`src/rtl/cheri_pkg.sv`:
```
// Shared CHERI register-file types: capability metadata, sweep FSM states and
// address helpers used by cheri_regfile_mp and its reservation counters.
package cheri_pkg;

   localparam int RF_MAX_NRD = 4;

   typedef struct packed {
      logic        valid;
      logic [11:0] perms;
      logic [3:0]  otype;
      logic [5:0]  cexp;
   } reg_cap_t;

   localparam reg_cap_t NULL_REG_CAP = '{valid: 1'b0, perms: 12'h000, otype: 4'h0, cexp: 6'h00};

   typedef enum logic [1:0] {
      IDLE,
      SWEEP,
      DONE
   } rf_sweep_state_e;

   // x0 is hard-wired, so it never counts as a storage location.
   function automatic logic rf_addr_in_range(input logic [4:0] addr, input int lim);
      return (addr != 5'd0) && (int'(addr) < lim);
   endfunction

endpackage

```
`src/rtl/cheri_rf_rsv_ctr.sv`:
```
// Saturating up/down counter tracking outstanding capability loads on one register.
module cheri_rf_rsv_ctr #(
   parameter int MaxPend = 3
) (
   input  logic clk_i,
   input  logic rst_i,
   input  logic inc_i,
   input  logic dec_i,
   output logic zero_o,
   output logic full_o
);

   localparam int                  CntWidth = $clog2(MaxPend + 1);
   localparam logic [CntWidth-1:0] CntMax   = CntWidth'(MaxPend);

   logic [CntWidth-1:0] cnt_q;

   // NOTE: sequential state is updated with non-blocking assignments only, so every
   // flop samples the values that existed before the clock edge.
   always_ff @(posedge clk_i) begin
      if (rst_i) begin
         cnt_q <= '0;
      end else if (inc_i && !dec_i && !full_o) begin
         cnt_q <= cnt_q + CntWidth'(1);
      end else if (dec_i && !inc_i && !zero_o) begin
         cnt_q <= cnt_q - CntWidth'(1);
      end
   end

   assign zero_o = (cnt_q == '0);
   assign full_o = (cnt_q == CntMax);

endmodule

```
`src/rtl/cheri_regfile_mp.sv`:
```
// Multi-read-port CHERI register file with load reservations and tag-clear sweep.
// Define CHERI_RF_PARITY_EN to store and check one even-parity bit per register.
module cheri_regfile_mp
   import cheri_pkg::*;
#(
   parameter int NREGS     = 32,
   parameter int NCAPS     = 32,
   parameter int NRD       = 2,
   parameter int DataWidth = 32,
   parameter int MaxPend   = 3
) (
   input  logic                          clk_i,
   input  logic                          rst_i,
   input  logic [NRD-1:0][4:0]           raddr_i,
   output logic [NRD-1:0][DataWidth-1:0] rdata_o,
   output reg_cap_t [NRD-1:0]            rcap_o,
   input  logic [4:0]                    waddr_i,
   input  logic [DataWidth-1:0]          wdata_i,
   input  reg_cap_t                      wcap_i,
   input  logic                          we_i,
   input  logic                          trsv_en_i,
   input  logic [4:0]                    trsv_addr_i,
   output logic                          trsv_rdy_o,
   input  logic                          trvk_en_i,
   input  logic [4:0]                    trvk_addr_i,
   input  logic                          trvk_clrtag_i,
   output logic [31:0]                   reg_rdy_o,
   input  logic                          sweep_req_i,
   output logic                          sweep_busy_o,
   output logic                          sweep_ack_o,
   output logic [NRD-1:0]                par_err_o
);

   localparam int RF_DEPTH = 32;

   logic [DataWidth-1:0] rf_data [RF_DEPTH];
   reg_cap_t             rf_cap  [RF_DEPTH];
   logic [RF_DEPTH-1:0]  tag_clr;
   logic [RF_DEPTH-1:0]  rsv_zero;
   logic [RF_DEPTH-1:0]  rsv_full;
   rf_sweep_state_e      state_q, state_d;
   logic [4:0]           idx_q, idx_d;

   // ---------------- sweep FSM ----------------
   always_ff @(posedge clk_i) begin
      if (rst_i) begin
         state_q <= IDLE;
         idx_q   <= 5'd0;
      end else begin
         state_q <= state_d;
         idx_q   <= idx_d;
      end
   end

   // NOTE: every output of a combinational block gets a default first, so no path
   // leaves it unassigned and no latch is inferred.
   always_comb begin
      state_d     = state_q;
      idx_d       = idx_q;
      sweep_ack_o = 1'b0;
      unique case (state_q)
         IDLE: begin
            if (sweep_req_i) begin
               state_d = SWEEP;
               idx_d   = 5'd1;
            end
         end
         SWEEP: begin
            idx_d = idx_q + 5'd1;
            if (idx_q == 5'(NCAPS - 1)) state_d = DONE;
         end
         DONE: begin
            sweep_ack_o = 1'b1;
            state_d     = IDLE;
         end
         default: state_d = IDLE;
      endcase
   end

   assign sweep_busy_o = (state_q != IDLE);

   // Tag clear wins over a same-cycle write; the rest of the write still lands.
   always_comb begin
      tag_clr = '0;
      for (int i = 1; i < NCAPS; i++) begin
         tag_clr[i] = ((state_q == SWEEP) && (idx_q == 5'(i))) ||
                      (trvk_en_i && trvk_clrtag_i && (trvk_addr_i == 5'(i)));
      end
   end

   // ---------------- storage ----------------
   // NOTE: the array is reset explicitly because software relies on every register
   // reading zero / NULL after reset; this costs a reset net on each storage flop.
   always_ff @(posedge clk_i) begin
      if (rst_i) begin
         for (int i = 0; i < RF_DEPTH; i++) begin
            rf_data[i] <= '0;
            rf_cap[i]  <= NULL_REG_CAP;
         end
      end else begin
         if (we_i && rf_addr_in_range(waddr_i, NREGS)) rf_data[waddr_i] <= wdata_i;
         for (int i = 1; i < NCAPS; i++) begin
            if (we_i && (waddr_i == 5'(i))) rf_cap[i] <= wcap_i;
            if (tag_clr[i]) rf_cap[i].valid <= 1'b0;
         end
      end
   end

   always_comb begin
      for (int p = 0; p < NRD; p++) begin
         rdata_o[p] = '0;
         rcap_o[p]  = NULL_REG_CAP;
         if (rf_addr_in_range(raddr_i[p], NREGS)) rdata_o[p] = rf_data[raddr_i[p]];
         if (rf_addr_in_range(raddr_i[p], NCAPS)) rcap_o[p]  = rf_cap[raddr_i[p]];
      end
   end

`ifdef CHERI_RF_PARITY_EN
   logic [RF_DEPTH-1:0] rf_par;

   always_ff @(posedge clk_i) begin
      if (rst_i) begin
         rf_par <= '0;
      end else if (we_i && rf_addr_in_range(waddr_i, NREGS)) begin
         rf_par[waddr_i] <= ^wdata_i;
      end
   end

   always_comb begin
      par_err_o = '0;
      for (int p = 0; p < NRD; p++) begin
         if (rf_addr_in_range(raddr_i[p], NREGS)) begin
            par_err_o[p] = (^rf_data[raddr_i[p]]) != rf_par[raddr_i[p]];
         end
      end
   end
`else
   assign par_err_o = '0;
`endif

   // ---------------- reservations ----------------
   for (genvar g = 0; g < RF_DEPTH; g++) begin : g_rsv
      if ((g >= 1) && (g < NCAPS)) begin : g_ctr
         cheri_rf_rsv_ctr #(
            .MaxPend(MaxPend)
         ) u_ctr (
            .clk_i (clk_i),
            .rst_i (rst_i),
            .inc_i (trsv_en_i && (trsv_addr_i == 5'(g))),
            .dec_i (trvk_en_i && (trvk_addr_i == 5'(g))),
            .zero_o(rsv_zero[g]),
            .full_o(rsv_full[g])
         );
      end else begin : g_tie
         assign rsv_zero[g] = 1'b1;
         assign rsv_full[g] = 1'b0;
      end
   end

   assign reg_rdy_o  = rsv_zero;
   assign trsv_rdy_o = !rsv_full[trsv_addr_i];

endmodule

```
`config.mk`:
```
export PLATFORM = sky130hd
export DESIGN_NAME = cheri_regfile_mp
export DESIGN_NICKNAME = d
export VERILOG_FILES = /design/src/rtl/cheri_pkg.sv /design/src/rtl/cheri_rf_rsv_ctr.sv /design/src/rtl/cheri_regfile_mp.sv
export SDC_FILE = /design/constraint.sdc
export NUM_CORES = 2
export LEC_CHECK = 0
export CAP_MARGIN = 40
export CORE_UTILIZATION = 35
export CTS_CLUSTER_SIZE = 40
export DETAILED_ROUTE_END_ITERATION = 10
export SYNTH_ARGS = -nofsm -noshare
export SYNTH_HDL_FRONTEND = slang
export SYNTH_HIERARCHICAL = 1
export SYNTH_SLANG_ARGS = --single-unit
```
`constraint.sdc`:
```
create_clock -name clk_i -period 3.4 [get_ports clk_i]
set_input_delay 0.68 -clock clk_i [delete_from_list [all_inputs] [get_ports clk_i]]
set_output_delay 0.68 -clock clk_i [all_outputs]
set_load 0.03 [all_outputs]
```
After elaboration in Yosys (flattened, before gate mapping). Memory sizes are Yosys's and may differ from the RTL's. Cells that the tools add are included.

Bits in registers: 69. RAM bits: 1760. Word-level logic and storage cells: 1158. Memories kept: 2.

Memories: rf_data (depth 32, width 32, rd ports 2, clocked after Yosys merged registers in 0, write ports 32, line cheri_regfile_mp.sv:36) `logic [DataWidth-1:0] rf_data [RF_DEPTH];`; rf_cap (depth 32, width 23, rd ports 2, clocked after Yosys merged registers in 0, write ports 32, line cheri_regfile_mp.sv:37) `reg_cap_t rf_cap [RF_DEPTH];`.

Add/subtract/negate cells: 63. Magnitude comparators: 1. Equality and inequality tests: 159. Muxes and demuxes: 330. Bitwise gates (word level): 62. Reduce and logical (&&, ||, !) cells: 508.

Operators by type and width (count): $mux W23 (33); $eq A5 B5 Y1 const B (64); $logic_and A1 B1 Y1 (281); $mux W1 (225); $eq A5 B4 Y1 const B (32); $mux W2 (64); $logic_not A1 Y1 (125); $mux W32 (3); $eq A5 B3 Y1 const B (16); $reduce_bool A2 Y1 (33); $eq A2 B2 Y1 const B (32); $logic_not A2 Y1 (32); $add A2 B1 Y2 const B (31); $or A1 B1 Y1 (62); $sub A2 B1 Y2 const B (31); $eq A5 B2 Y1 const B (8); $reduce_or A32 Y1 (1); $logic_or A1 B1 Y1 (31); $eq A5 B1 Y1 const B (4); $reduce_bool A5 Y1 (3); $mux W5 (2); $pmux W5 S2 (1); $lt A5 B6 Y1 const B (1); $add A5 B1 Y5 const B (1); other kinds (6) (7).

Longest topological paths before layout.
Word-level depth: 7. Depth in mapped cells: 9.

Modules after synthesis. The synthesis kept the hierarchy.

By module, submodules not included: cheri_regfile_mp (instances 1, cells each 6018, area an instance 91072.3 µm², sequential area each 52300.2 µm²); cheri_rf_rsv_ctr (instances 31, cells each 14, area an instance 121.4 µm², sequential area each 40.0 µm²).

Worst setup path after synthesis. Ideal clock, no wire load.

Path kind: input-to-output. From: in raddr_i[5] (netlist bit). To: out rcap_o[43] (netlist bit). Arrival time: 2.652 ns. Setup slack: 0.068 ns. Cell stages on the path: 8. Path buffers: 5. Cells stage by stage: buf_4 > buf_2 > buf_4 > buf_4 > clkbuf_1 > a22oi_1 > o2bb2ai_1 > o31ai_1.

RTL lines: start: declaration (line cheri_regfile_mp.sv:14) `input logic [NRD-1:0][4:0] raddr_i,`; end: declaration (line cheri_regfile_mp.sv:16) `output reg_cap_t [NRD-1:0] rcap_o,`.

==> flow_summary.toml <==
[global_routing]
grt_pass1_vias = 64900
gr-usage-met3_pct = 5.95
globalRouteTotalUtil_pct = 25.4
grt_first_pass_wirelength_um = 493000
grt_util_met1_pct = 33.1
antenna_violations_before_repair = 24
global_route.overflow_total = 0
largest_net_degree_at_the_start_of_global_routing = 82
top_usage_layer = "met2"
globalRouteMet2Util_pct = 39.9

[critical_path]
worst_setup_path_start_kind = "flip-flop"
crit_path_max_fanout = 2
criticalPathCategory = "flip-flop to output port"
worst-endpoint-required_ns = 2.72
worst-path-buf-inv = 1
worst_setup_path_end_kind = "output port"
critPathSlowestCell = "sky130_fd_sc_hd__mux4_2"
crit_arrival_ns = 2.80
critical_path.cell_chain = "mux4_2 > mux4_2 > mux2_4 > buf_12"
critical-path-max-stage-delay_ns = 0.52
cpMostUsedCell = "sky130_fd_sc_hd__mux4_2"
critical-path-top-delay-family = "multiplexers"

[sta]
slew_viol_final = 0
setup_viol = 25
finalSetupTns_ns = -0.863
worst-slew-pin-transition_ns = 0.757
final_period_minus_worst_setup_slack_ns = 3.48
fmax_mhz = 287
final_min_period_over_clock_period_pct = 102
setup_repair_after_global_routing_missed_its_margin = "true"
fin_worst_skew_ns = 0.0421
remaining_max_slew_budget_at_the_tightest_pin_pct = 49.3
layout_setup_ws_ns = -0.0824
final-hold-violation-count = 0

[cells_and_area]
area_growth_syn_to_layout_pct = 24.8
drive_gt1_share_pct = 35.1
fillers = 23400
post-route-util_pct = 44.1
finalInstanceArea_sq_mm = 0.118
nets = 7212
register_area_sq_mm = 0.0535
multi_input_area_sq_mm = 0.0402

[floorplanning]
design.die.area_sq_mm = 0.273
dieWidth_um = 523
initial_core_util_pct = 35.3
floorplan.io_pins = 234
fp.coreArea_sq_mm = 0.269
die-height_um = 523
std_cell_rows = 190

[synthesis]
synthArstFlopShare_pct = 0
yosysSeqAreaShare_pct = 56.5
warning_count_from_the_yosys_run = 6
leading_cell_type_by_number_of_instances_after_synthesis = "sky130_fd_sc_hd__edfxtp_1"
post_synthesis_instance_area_sq_mm = 0.0948
synth.avg_cell_area_sq_um = 14.7
ys_top_cells_by_area = "sky130_fd_sc_hd__edfxtp_1 (55%), sky130_fd_sc_hd__mux4_2 (19%), sky130_fd_sc_hd__and2_1 (6.9%)"
synth.cells.most_frequent = "sky130_fd_sc_hd__edfxtp_1 (1737), sky130_fd_sc_hd__and2_1 (1048), sky130_fd_sc_hd__mux4_2 (810), sky130_fd_sc_hd__nor2_1 (532), sky130_fd_sc_hd__clkbuf_1 (444)"
netlist-cell-type-count = 60
synth_largest_type_area_fraction_pct = 55.0
postSynth.topFlopCell = "sky130_fd_sc_hd__edfxtp_1"
post_synth_inst_count = 6452
ys_seq_elements = 1806
yosysTopAreaCell = "sky130_fd_sc_hd__edfxtp_1"
number_of_enable_flip_flop_cells_after_synthesis = 1737

[cts]
path_clk_slew_ns = 0.06
cts_sinks = 1806
clock_tree.buffer_depth = 4
worst_skew_pair.late_latency_ns = 0.88
htreeDepth = 4
number_of_buffers_created_by_cts = 203
cts_root_buffer = "sky130_fd_sc_hd__clkbuf_16"
tritoncts = "built"

[routing]
post-route-drc-count = 0
detailed_route_wl_um = 357000
route.vias.total = 65900
firstDrtPassIters = 8
drt_first_iter_violations = 9457
via_per_inst = 6.08
ant_nets = 0
post_drt_wl_per_cell_um = 32.9

[placement]
hpwlAfterDp_um = 230000
dpl_cell_area_sq_mm = 0.109
global_placement_routability_congestion = 0.933
io_buffers = 230

[power_and_ir_drop]
leakagePower_nw = 41.3
power_per_cell_area_mw_per_mm2 = 488
peakVddDrop_uv = 494
power_after_layout_w = 0.0577

[hold_path]
hp-class = "primary input to flip-flop"

[outcome]
violations = "setup timing"
outcome = "finished, violations left"

[run]
cap_violations = 0
## cell type report
class	instances	area share, %
diodes	12	0.0254
clock buffers	243	4.43
clock inverters	121	0.929
inverters	32	0.103
multi-input cells	4009	34.0
flip-flops and latches	1806	45.2
well taps	3552	3.76
repair buffers	1067	11.6
## path summary, 6_finish.rpt
kind                                     to  slack [ns]                            from  cells after the start
max reg2reg                  rf_cap[31][22]        1.56                        idx_q[0]                      6
max                              rcap_o[30]       -0.08                   rf_cap[16][7]                      4
min reg2reg  g_rsv[27].g_ctr.u_ctr/cnt_q[0]        0.52  g_rsv[27].g_ctr.u_ctr/cnt_q[0]                      1
min                          rf_cap[26][22]        0.34                           rst_i                      2
## cell usage in the layout, fill, tap and decap left out, drive strengths merged, types with 108 or more instances in the layout
cell type and instances:
edfxtp 1737, clkdlybuf4s50 108, mux4 810, and2 1048
buf 942, mux2i 163, nor2 533, mux2 123
nand2b 113, o22ai 111, clkbuf 256, nand2 172
o21ai 115
## cell families after synthesis
logic type	share of synthesized area, %
simple gates	12.5
flops	56.5
mux	22.4
compound gates	5.54
buf+inv	2.96
fa+ha+maj	0.0792
other cells	0.00792
## power by group
part	internal [W]	switching, W	total (W)
clock	0.0121	0.00956	0.0216
sequential	0.0257	0.000693	0.0264
combinational	0.00452	0.00515	0.00967
total	0.0423	0.0154	0.0577
## registers in the layout, summed over array words and instances, names as in the netlist
signal / cells
g_rsv.g_ctr.u_ctr/cnt_q: 62
idx_q: 5
state_q: 2
rf_data: 1024
rf_cap: 713
## through the flow
stage                     hold WS (ns)  instances  setup slack, ns
after floorplan                  0.472       6485           0.0683
after global placement           0.492      10400           -0.842
after detailed placement         0.510      10400           -0.509
after CTS                        0.283      10800           -0.134
after global routing             0.333      10800           -0.119
final                            0.342      10800          -0.0824
## worst register-to-register path, stage by stage (launching register included)
cell and delay, ns:
sky130_fd_sc_hd__dfxtp_1 0.35, sky130_fd_sc_hd__ha_1 0.27, sky130_fd_sc_hd__and3_1 0.23, sky130_fd_sc_hd__ha_1 0.20
sky130_fd_sc_hd__nand2_1 0.08, sky130_fd_sc_hd__o21ai_0 0.16, sky130_fd_sc_hd__or2_2 0.32
## routing by layer
layer	routed length, um	share of wire (%)
met5	90	0.025
met4	18400	5.1
met3	41200	12
met2	164000	46
met1	134000	37
## repair_timing
action | CTS | global route
gates cloned | 14 | 12
resized for setup | 221 | 129
endpoints found under the setup margin | 109 | 97
pin swaps | 46 | 67
endpoints found under the hold margin | 0 | 0
buffers inserted | 47 | 34
hold buffers | 0 | 0
Note: power is estimated with default switching activity, not from simulation.
